**src/rtl/spi_client_sync.sv**
```systemverilog
// spi_client_sync: SPI client oversampled in the system clock domain.
// SCLK, CS_n and MOSI are synchronised, edges are detected on the synchronised
// SCLK/CS_n, and rx/tx words are exchanged over ready/valid streams.
// Build option: define SPI_CLIENT_SYNC_LSB_FIRST_EN to shift LSB-first in both
// directions; the default build shifts MSB-first.
module spi_client_sync #(
    parameter int unsigned WIDTH       = 8,
    parameter int unsigned CPOL        = 0,
    parameter int unsigned CPHA        = 0,
    parameter int unsigned SYNC_STAGES = 2
) (
    input  logic             i_clock,
    input  logic             i_reset,
    input  logic             i_spi_clk,
    input  logic             i_spi_cs_n,
    input  logic             i_mosi,
    output logic             o_miso,
    output logic             o_active,
    output logic             o_rx_valid,
    input  logic             i_rx_ready,
    output logic [WIDTH-1:0] o_rx_data,
    output logic             o_rx_first,
    output logic             o_rx_overrun,
    input  logic             i_tx_valid,
    output logic             o_tx_ready,
    input  logic [WIDTH-1:0] i_tx_data,
    output logic             o_tx_underrun
);

    localparam int unsigned CW        = (WIDTH > 2) ? $clog2(WIDTH) : 1;
    localparam logic        SCLK_IDLE = (CPOL != 0);

    // Synchroniser chains and a fill marker that tracks when the chain output
    // reflects a genuine pin sample rather than the reset value.
    logic [SYNC_STAGES-1:0] sclk_sync_q;
    logic [SYNC_STAGES-1:0] cs_sync_q;
    logic [SYNC_STAGES-1:0] mosi_sync_q;
    logic [SYNC_STAGES-1:0] fill_q;

    logic sclk_lvl_q, cs_lvl_q, mosi_q;
    logic sclk_rise_q, sclk_fall_q, cs_fall_q;
    logic armed_q, active_q;

    logic sclk_s, cs_s, mosi_s, armed_d;

    assign sclk_s  = sclk_sync_q[SYNC_STAGES-1];
    assign cs_s    = cs_sync_q[SYNC_STAGES-1];
    assign mosi_s  = mosi_sync_q[SYNC_STAGES-1];
    assign armed_d = armed_q | (fill_q[SYNC_STAGES-1] & cs_s);

    // Pin synchronisers, registered edge pulses and arming state.
    always_ff @(posedge i_clock or posedge i_reset) begin
        if (i_reset) begin
            sclk_sync_q <= {SYNC_STAGES{SCLK_IDLE}};
            cs_sync_q   <= {SYNC_STAGES{1'b1}};
            mosi_sync_q <= '0;
            fill_q      <= '0;
            sclk_lvl_q  <= SCLK_IDLE;
            cs_lvl_q    <= 1'b1;
            mosi_q      <= 1'b0;
            sclk_rise_q <= 1'b0;
            sclk_fall_q <= 1'b0;
            cs_fall_q   <= 1'b0;
            armed_q     <= 1'b0;
            active_q    <= 1'b0;
        end else begin
            sclk_sync_q <= {sclk_sync_q[SYNC_STAGES-2:0], i_spi_clk};
            cs_sync_q   <= {cs_sync_q[SYNC_STAGES-2:0], i_spi_cs_n};
            mosi_sync_q <= {mosi_sync_q[SYNC_STAGES-2:0], i_mosi};
            fill_q      <= {fill_q[SYNC_STAGES-2:0], 1'b1};
            sclk_lvl_q  <= sclk_s;
            cs_lvl_q    <= cs_s;
            mosi_q      <= mosi_s;
            sclk_rise_q <= sclk_s & ~sclk_lvl_q;
            sclk_fall_q <= ~sclk_s & sclk_lvl_q;
            cs_fall_q   <= ~cs_s & cs_lvl_q;
            armed_q     <= armed_d;
            active_q    <= armed_d & ~cs_s;
        end
    end

    // Datapath state
    logic [CW-1:0]    rx_cnt_q, rx_cnt_d, tx_cnt_q, tx_cnt_d;
    logic [WIDTH-1:0] rx_sh_q, rx_sh_d, tx_sh_q, tx_sh_d;
    logic [WIDTH-1:0] rx_data_q, rx_data_d, tx_buf_q, tx_buf_d;
    logic             rx_valid_q, rx_valid_d, rx_first_q, rx_first_d;
    logic             rx_overrun_q, rx_overrun_d, tx_underrun_q, tx_underrun_d;
    logic             first_q, first_d, tx_full_q, tx_full_d;
    logic             tx_ready_q, tx_ready_d, miso_q, miso_d;

    logic             lead_c, trail_c, sample_c, drive_c, rx_accept_c;
    logic [WIDTH-1:0] rx_next_c, tx_load_c;

    assign lead_c      = (CPOL != 0) ? sclk_fall_q : sclk_rise_q;
    assign trail_c     = (CPOL != 0) ? sclk_rise_q : sclk_fall_q;
    assign sample_c    = active_q & ((CPHA != 0) ? trail_c : lead_c);
    assign drive_c     = active_q & (((CPHA != 0) ? lead_c : trail_c)
                                     | ((CPHA == 0) & cs_fall_q));
    assign rx_accept_c = rx_valid_q & i_rx_ready;

    // Next-state logic for rx assembly, tx shifting and the holding buffer.
    always_comb begin
        rx_cnt_d      = rx_cnt_q;
        tx_cnt_d      = tx_cnt_q;
        rx_sh_d       = rx_sh_q;
        tx_sh_d       = tx_sh_q;
        rx_data_d     = rx_data_q;
        tx_buf_d      = tx_buf_q;
        rx_valid_d    = rx_valid_q;
        rx_first_d    = rx_first_q;
        rx_overrun_d  = 1'b0;
        tx_underrun_d = 1'b0;
        first_d       = first_q;
        tx_full_d     = tx_full_q;
        miso_d        = miso_q;
`ifdef SPI_CLIENT_SYNC_LSB_FIRST_EN
        rx_next_c     = {mosi_q, rx_sh_q[WIDTH-1:1]};
`else
        rx_next_c     = {rx_sh_q[WIDTH-2:0], mosi_q};
`endif
        tx_load_c     = '0;

        if (rx_accept_c) begin
            rx_valid_d = 1'b0;
        end

        if (!active_q) begin
            // Deasserted CS: drop partial words, next word is a frame start.
            rx_cnt_d = '0;
            tx_cnt_d = '0;
            first_d  = 1'b1;
        end else begin
            if (sample_c) begin
                rx_sh_d = rx_next_c;
                if (rx_cnt_q == CW'(WIDTH - 1)) begin
                    rx_cnt_d = '0;
                    if (!rx_valid_q || rx_accept_c) begin
                        rx_data_d  = rx_next_c;
                        rx_valid_d = 1'b1;
                        rx_first_d = first_q;
                        first_d    = 1'b0;
                    end else begin
                        rx_overrun_d = 1'b1;
                    end
                end else begin
                    rx_cnt_d = rx_cnt_q + CW'(1);
                end
            end

            if (drive_c) begin
                if (tx_cnt_q == '0) begin
                    if (tx_full_q) begin
                        tx_load_c = tx_buf_q;
                        tx_full_d = 1'b0;
                    end else begin
                        tx_underrun_d = 1'b1;
                    end
                    tx_sh_d = tx_load_c;
`ifdef SPI_CLIENT_SYNC_LSB_FIRST_EN
                    miso_d  = tx_load_c[0];
`else
                    miso_d  = tx_load_c[WIDTH-1];
`endif
                end else begin
`ifdef SPI_CLIENT_SYNC_LSB_FIRST_EN
                    tx_sh_d = {1'b0, tx_sh_q[WIDTH-1:1]};
                    miso_d  = tx_sh_q[1];
`else
                    tx_sh_d = {tx_sh_q[WIDTH-2:0], 1'b0};
                    miso_d  = tx_sh_q[WIDTH-2];
`endif
                end
                tx_cnt_d = (tx_cnt_q == CW'(WIDTH - 1)) ? '0 : tx_cnt_q + CW'(1);
            end
        end

        // Buffer write is only accepted while empty, so it never races a load.
        if (i_tx_valid && tx_ready_q) begin
            tx_buf_d  = i_tx_data;
            tx_full_d = 1'b1;
        end
        tx_ready_d = ~tx_full_d;
    end

    // Datapath registers
    always_ff @(posedge i_clock or posedge i_reset) begin
        if (i_reset) begin
            rx_cnt_q      <= '0;
            tx_cnt_q      <= '0;
            rx_sh_q       <= '0;
            tx_sh_q       <= '0;
            rx_data_q     <= '0;
            tx_buf_q      <= '0;
            rx_valid_q    <= 1'b0;
            rx_first_q    <= 1'b0;
            rx_overrun_q  <= 1'b0;
            tx_underrun_q <= 1'b0;
            first_q       <= 1'b1;
            tx_full_q     <= 1'b0;
            tx_ready_q    <= 1'b1;
            miso_q        <= 1'b0;
        end else begin
            rx_cnt_q      <= rx_cnt_d;
            tx_cnt_q      <= tx_cnt_d;
            rx_sh_q       <= rx_sh_d;
            tx_sh_q       <= tx_sh_d;
            rx_data_q     <= rx_data_d;
            tx_buf_q      <= tx_buf_d;
            rx_valid_q    <= rx_valid_d;
            rx_first_q    <= rx_first_d;
            rx_overrun_q  <= rx_overrun_d;
            tx_underrun_q <= tx_underrun_d;
            first_q       <= first_d;
            tx_full_q     <= tx_full_d;
            tx_ready_q    <= tx_ready_d;
            miso_q        <= miso_d;
        end
    end

    assign o_miso        = miso_q;
    assign o_active      = active_q;
    assign o_rx_valid    = rx_valid_q;
    assign o_rx_data     = rx_data_q;
    assign o_rx_first    = rx_first_q;
    assign o_rx_overrun  = rx_overrun_q;
    assign o_tx_ready    = tx_ready_q;
    assign o_tx_underrun = tx_underrun_q;

endmodule
```
**config.mk**
```make
export PLATFORM = sky130hd
export DESIGN_NAME = spi_client_sync
export DESIGN_NICKNAME = d
export VERILOG_FILES = /design/src/rtl/spi_client_sync.sv
export SDC_FILE = /design/constraint.sdc
export NUM_CORES = 1
export LEC_CHECK = 0
export ABC_AREA = 1
export CAP_MARGIN = 10
export CORE_ASPECT_RATIO = 0.6
export CORE_UTILIZATION = 54
export DETAILED_ROUTE_END_ITERATION = 12
export PLACE_DENSITY = 0.86
export SYNTH_ARGS = -nofsm -noshare
export SYNTH_HDL_FRONTEND = slang
export SYNTH_SLANG_ARGS = --single-unit
```
**constraint.sdc**
```tcl
create_clock -name i_clock -period 2 [get_ports i_clock]
set_input_delay 0.3 -clock i_clock [delete_from_list [all_inputs] [get_ports i_clock]]
set_output_delay 0.3 -clock i_clock [all_outputs]
set_load 0.01 [all_outputs]
```
==> results of run 1 <==
==> layer usage <==
metal  GRT usage, %  vias to the layer above  part of all wire, %
met1           26.2                      737                   50
met5              0                        -                    0
met2           24.9                       52                   41
li1               -                      842                    -
met4           8.87                        0                  1.6
met3           8.59                       11                  7.1
==> metrics by stage <==
stage	instances	hold slack [ns]	setup slack (ns)
final	353	0.328	0.164
after CTS	353	0.335	0.148
after floorplan	251	0.304	0.224
after global routing	353	0.356	0.108
after detailed placement	337	0.337	0.482
after global placement	337	0.334	0.520
==> cell type report <==
| class | instances | area, um2 | area share [%] |
|---|---|---|---|
| Clock inverter | 5 | 75.1 | 2.52 |
| Clock buffer | 11 | 141 | 4.75 |
| Timing Repair Buffer | 31 | 318 | 10.7 |
| Inverter | 33 | 124 | 4.16 |
| Multi-Input combinational cell | 153 | 736 | 24.7 |
| Sequential cell | 60 | 1510 | 50.7 |
| Tap cell | 60 | 75.1 | 2.52 |
==> synth_stat cells <==
library cell / number
buf_4: 1
clkinv_1: 1
conb_1: 1
buf_6: 1
o21ai_2: 8
a21oi_1: 2
nand2_4: 2
clkbuf_1: 1
buf_2: 2
nor2_1: 9
a22oi_1: 1
o31ai_1: 1
ha_1: 6
nand3_1: 15
o21ai_0: 8
nand2_1: 98
dfstp_2: 5
dfrtp_1: 55
nor2_4: 2
inv_1: 32
==> sequential cells by signal, indices dropped and copies added, names as in the netlist, 2 cells and up <==
| signal | count |
|---|---|
| tx_buf_q | 8 |
| sclk_sync_q | 2 |
| o_rx_data | 8 |
| tx_sh_q | 7 |
| mosi_sync_q | 2 |
| tx_cnt_q | 3 |
| rx_cnt_q | 3 |
| fill_q | 2 |
| rx_sh_q | 7 |
| cs_sync_q | 2 |
==> worst paths after layout <==
kind,end,depth (start not counted)
setup reg to reg,tx_sh_q[0],6
max in group asynchronous,first_q,3
hold reg to reg,sclk_sync_q[1],0
min in group i_clock,sclk_sync_q[1],0
setup / recovery,o_active,1
hold / removal,mosi_sync_q[1],3
==> kinds of logic after synthesis <==
logic type               count (synthesis)
buffers and inverters                   38
other                                    1
flip-flops                              60
AO/OA/AOI/OAI                           20
adder cells (fa/ha/maj)                  6
AND/OR/NAND/NOR                        126
==> report_power, final <==
group / leakage, nW / switching [mW] / internal [mW]
clock: 0.113 / 0.440 / 0.729
combinational: 0.669 / 0.310 / 0.220
sequential: 0.760 / 0.161 / 1.45
==> placed cells by master, fill, tap and decap left out, drive strengths merged, types with 4 or more instances in the layout <==
master and n:
nand3 15, dfrtp 55, ha 6, o21ai 16
nor2 11, inv 32, dfstp 5, clkinv 4
clkbuf 11, clkdlybuf4s50 29, nand2 100
==> qor.json, run 1 <==
{
  "post_synth_fa_ha_maj_area_fraction_pct": 3.13,
  "p_total_mw": 3.31,
  "largest_family_of_logic_cells_by_synthesized_area": "simple AND/OR/NAND/NOR gates",
  "placement.io_buffers": 29,
  "place_hpwl_um": 2560,
  "synth.largest_area_cell": "dfrtp_1",
  "crit_type": "flip-flop to output pin",
  "final.setup.tns_ns": 0,
  "status": "complete, no violations",
  "path_buf_inv": 1,
  "maxCapViolations": 0,
  "critPathSlowestCell": "clkdlybuf4s50_1",
  "synth-seq-area-share_pct": 62.8,
  "syn2layout_area_growth_pct": 24.0,
  "tritoncts": "yes",
  "worst_setup_path_startpoint": "o_active",
  "design.core.area_um2": 4190,
  "finClkSkew_ns": 0.00596,
  "synth_area_um2": 2400,
  "nets": 309,
  "route.vias.total": 1642,
  "path_delay_family": "buffers and inverters",
  "clock_insertion_delay_worst_skew_ns": 0.33,
  "htree_levels": 3,
  "setup_violations": 0,
  "die_h_um": 53.6,
  "cts-root-to-sink-buffers": 2,
  "grt-ovfl-total": 0,
  "syn-num-nets": 272,
  "synth_area_leaders": "dfrtp_1, nand2_1, dfstp_2",
  "design_area_um2": 2980,
  "grt_first_pass_wirelength_um": 6280,
  "ctsHoldBuffers": 0,
  "drtIter0Drc": 147,
  "detail_route.first_pass.iterations": 4,
  "rsz_0062_raised_after_global_routing": "no",
  "floorplan.die.width_um": 88.1,
  "hold_path_class": "primary input to asynchronous set/reset pin",
  "fp.dieArea_um2": 4720,
  "clkTransAtPathRegs_ns": 0.07,
  "antenna_cells": 0,
  "io-pin-count": 30,
  "dpl-instance-area_um2": 2760,
  "placement_rows": 18,
  "setup.reg_to_reg.worst_slack_ns": 0.62,
  "drc_errors": 0,
  "vias_in_the_first_global_route": 1404,
  "vdd.ir_drop.worst_uv": 613,
  "hold_viol": 0,
  "synth_cell_type_count": 20,
  "critical_path.max_stage_delay_ns": 0.63,
  "worst_path_cell_chain": "clkdlybuf4s50_1",
  "fraction_of_final_layout_cells_sized_beyond_drive_strength_1_pct": 11.9,
  "drtAntennaViolNets": 0,
  "cts.sink_count": 60,
  "report.final.slew_viol_count": 0,
  "post_drt_via_cell_ratio": 4.65,
  "synth_warnings": 0,
  "worstPathArrival_ns": 1.54,
  "cts_inserted_buffers": 9,
  "clock_tree.root_cell": "clkbuf_8",
  "crit_path_end_kind": "output pin",
  "fin_crit_period_ns": 1.84,
  "fillCellCount": 305,
  "post_cts_buffers": 0,
  "crit_required_ns": 1.70,
  "post_cts_resize_count": 0,
  "synth-simple-area-share_pct": 21.7,
  "post_route_utilization_pct": 71.1,
  "synth.ff_latch_count": 60,
  "fmaxAchievable_ghz": 0.545,
  "wire_per_inst_um": 10.9,
  "cp-start-kind": "flip-flop",
  "drt_wl_total_um": 3840,
  "grt_max_degree": 61,
  "groute.usage.overall_pct": 18.8,
  "power_leakage_nw": 1.54,
  "synthesis.area_per_instance_um2": 9.56,
  "synth_mux_area_share_pct": 0,
  "synth.top_cell.area_share_pct": 57.4,
  "number_of_antenna_violations_at_the_first_check_in_global_routing": 0,
  "synth-compound-area-share_pct": 5.63,
  "worstReg2RegStart": "tx_cnt_q[0]",
  "count_of_mapped_cells_out_of_synthesis": 251,
  "yosys.area_share.xor_xnor_pct": 0,
  "share_of_the_clock_period_used_by_the_worst_path_pct": 91.8,
  "floorplan.initialDensity_pct": 57.3,
  "power_density_nw_per_um2": 1110,
  "gpl.final_weighted_congestion": 0.723,
  "critPathMaxFanout": 11
}
Note: power is estimated with default switching activity, not from simulation.
==> run 2: changes to the inputs <==
==> constraint.sdc (replaced) <==
create_clock -name i_clock -period 2 [get_ports i_clock]
set_input_delay 0.3 -clock i_clock [delete_from_list [all_inputs] [get_ports i_clock]]
set_output_delay 0.3 -clock i_clock [all_outputs]
set_load 0.05 [all_outputs]
==> run 2 against run 1 <==
  * Combinational power is 15% higher
  * Non-clock buffer count is 2 higher
  * Fmax is 2.5% higher
  * Flip-flop and latch count stayed put
  * First-iteration DRC count is 36% lower
  * Setup slack better by 0.046 ns
  * Design area is 0.46% lower
==> qor.json, run 2 (synthesis results as in run 1) <==
{
  "drtAntennaViolNets": {"value": 0, "change": "unchanged"},
  "layout.cells.most_common_list": "nand2_1, dfrtp_1, inv_1",
  "antenna_cells": {"value": 0, "change": "unchanged"},
  "fp.dieArea": {"value": 4720, "unit": "um2", "change": "unchanged"},
  "worstPathArrival": {"value": 1.49, "unit": "ns", "change": "-0.05 ns"},
  "grt_first_pass_wirelength": {"value": 7240, "unit": "um", "change": "+15%"},
  "power_density": {"value": 1100, "unit": "nW/um2", "change": "-1.2%"},
  "power_leakage": {"value": 1.55, "unit": "nW", "change": "+0.19%"},
  "clkTransAtPathRegs": {"value": 0.07, "unit": "ns", "change": "about the same"},
  "vias_in_the_first_global_route": {"value": 1570, "change": "+12%"},
  "maxCapViolations": {"value": 0, "change": "unchanged"},
  "path_delay_family": "buffers and inverters",
  "detail_route.first_pass.iterations": {"value": 4, "change": "unchanged"},
  "drtIter0Drc": {"value": 94, "change": "-36%"},
  "drc_errors": {"value": 0, "change": "unchanged"},
  "number_of_antenna_violations_at_the_first_check_in_global_routing": {"value": 0, "change": "unchanged"},
  "worst_path_cell_chain": "clkdlybuf4s50_1",
  "rr_worst_depth": {"value": 5, "change": "-1"},
  "gpl.final_weighted_congestion": {"value": 0.820, "change": "+13%"},
  "rsz_0062_raised_after_global_routing": "no",
  "post_drt_via_cell_ratio": {"value": 4.73, "change": "+1.7%"},
  "drt_wl_total": {"value": 4220, "unit": "um", "change": "+9.9%"},
  "placement_rows": {"value": 18, "change": "unchanged"},
  "clock_insertion_delay_worst_skew": {"value": 0.34, "unit": "ns", "change": "about the same"},
  "vdd.ir_drop.worst": {"value": 586, "unit": "uV", "change": "-4.4%"},
  "grt-ovfl-total": {"value": 0, "change": "unchanged"},
  "crit_type": "flip-flop to output pin",
  "worstReg2RegStart": "o_active",
  "critical_path.reg2reg.endpoint": "o_rx_data[3]",
  "grt_max_degree": {"value": 28, "change": "-54%"},
  "final.setup.tns": {"value": 0, "unit": "ns", "change": "unchanged"},
  "die_h": {"value": 53.6, "unit": "um", "change": "unchanged"},
  "hold_path_class": "primary input to asynchronous set/reset pin",
  "post_route_utilization": {"value": 70.7, "unit": "%", "change": "-0.33 points"},
  "tritoncts": "yes",
  "crit_path_end_kind": "output pin",
  "multi_input_comb_area": {"value": 736, "unit": "um2", "change": "unchanged"},
  "share_of_the_clock_period_used_by_the_worst_path": {"value": 89.5, "unit": "%", "change": "-2.3 points"},
  "status": "complete, no violations",
  "clock_tree.root_cell": "clkbuf_8",
  "critPathSlowestCell": "clkdlybuf4s50_1",
  "place_hpwl": {"value": 2940, "unit": "um", "change": "+15%"},
  "syn2layout_area_growth_pct": 23.5,
  "hold_viol": {"value": 0, "change": "unchanged"},
  "setup_violations": {"value": 0, "change": "unchanged"},
  "floorplan.die.width": {"value": 88.1, "unit": "um", "change": "unchanged"},
  "groute.usage.overall": {"value": 21.7, "unit": "%", "change": "+2.9 points"},
  "path_buf_inv": {"value": 1, "change": "unchanged"},
  "least_margin_pin_slew_ns": 0.502,
  "wire_per_inst": {"value": 11.9, "unit": "um", "change": "+9.3%"},
  "critical_path.max_stage_delay": {"value": 0.80, "unit": "ns", "change": "+0.17 ns"},
  "ctsHoldBuffers": {"value": 0, "change": "unchanged"},
  "htree_levels": {"value": 3, "change": "unchanged"},
  "cts-root-to-sink-buffers": {"value": 2, "change": "unchanged"},
  "fin_crit_period": {"value": 1.79, "unit": "ns", "change": "-0.0456 ns"},
  "placement.io_buffers": {"value": 29, "change": "unchanged"},
  "cts.sink_count": {"value": 60, "change": "unchanged"},
  "slew_headroom_pct": 66.5,
  "crit_required": {"value": 1.70, "unit": "ns", "change": "about the same"},
  "io-pin-count": {"value": 30, "change": "unchanged"},
  "leading_cell_type_in_the_layout_fill_and_taps_excluded": "nand2_1",
  "cts_inserted_buffers": {"value": 9, "change": "unchanged"},
  "floorplan.initialDensity": {"value": 57.3, "unit": "%", "change": "unchanged"},
  "setup.reg_to_reg.worst_slack": {"value": 0.59, "unit": "ns", "change": "-0.03 ns"},
  "finClkSkew": {"value": 0.0116, "unit": "ns", "change": "+0.00563 ns"},
  "report.final.slew_viol_count": {"value": 0, "change": "unchanged"},
  "fmaxAchievable": {"value": 0.558, "unit": "GHz", "change": "+2.5%"},
  "route.vias.total": {"value": 1680, "change": "+2.3%"},
  "fillCellCount": {"value": 328, "change": "+7.5%"},
  "ff_latch_area": {"value": 1510, "unit": "um2", "change": "unchanged"},
  "cp-start-kind": "flip-flop",
  "post_cts_buffers": {"value": 0, "change": "unchanged"},
  "critPathMaxFanout": {"value": 2, "change": "-9"},
  "fraction_of_final_layout_cells_sized_beyond_drive_strength_1": {"value": 11.9, "unit": "%", "change": "-0.081 points"},
  "design.core.area": {"value": 4190, "unit": "um2", "change": "unchanged"},
  "nets": {"value": 311, "change": "+0.65%"}
}
==> run 2: changes by cell type in the layout (fill, tap and decap cells not counted), sizes merged <==
cell and change:
buf +3, clkbuf +3, clkdlybuf4s50 -2, clkinv -2, bufinv -1, dlymetal6s2s +1
==> run 2: worst max-delay path by stage <==
| stage | slack [ns] | to | cells after the start | start |
|---|---|---|---|---|
| after global routing | 0.16 | o_rx_first | 1 | o_rx_first |
| final | 0.21 | o_miso | 1 | o_miso |
| after global placement | 0.41 | o_tx_ready | 1 | o_tx_ready |
| after CTS | 0.02 | o_tx_ready | 1 | o_tx_ready |
| after detailed placement | 0.40 | o_tx_ready | 1 | o_tx_ready |
| after floorplan | 0.22 | armed_q | 1 | i_reset |
==> run 2: area by class of cell <==
class | instances | share of cell area (%)
clock buffer | 14 | 5.15
clock inverter | 2 | 1.18
inverter | 33 | 4.18
multi-input combinational | 153 | 24.8
sequential | 60 | 50.9
tap | 60 | 2.53
timing repair buffer | 33 | 11.2
==> run 2: metrics by stage <==
step | area [um2] | hold WS, ns | cells | power, mW | worst slack (ns)
after detailed placement | 2770 | 0.337 | 339 | 2.22 | 0.402
after global placement | 2770 | 0.332 | 339 | 2.19 | 0.406
after floorplan | 2400 | 0.304 | 251 | 2.02 | 0.224
after CTS | 2960 | 0.268 | 355 | 3.28 | 0.0226
final | 2960 | 0.270 | 355 | 3.25 | 0.209
after global routing | 2960 | 0.316 | 355 | 3.44 | 0.160
==> run 2: metal layers <==
metal	GRT usage, %	routed length (um)	up-vias
met5	0	0	-
met4	9.41	68	0
met3	8.13	250	7
met2	32.8	1960	43
met1	28.7	1950	790
li1	-	-	840
==> run 2: what timing repair did <==
action / in CTS / in global routing
endpoints found under the hold margin: 0 / 0
resized for setup: 0 / 1
endpoints found under the setup margin: 0 / 1
==> run 2: power breakdown <==
group	total [mW]	switching [mW]	internal [mW]
Sequential	1.60	0.151	1.45
Combinational	0.612	0.385	0.227
Clock	1.04	0.434	0.609
Total	3.25	0.970	2.28
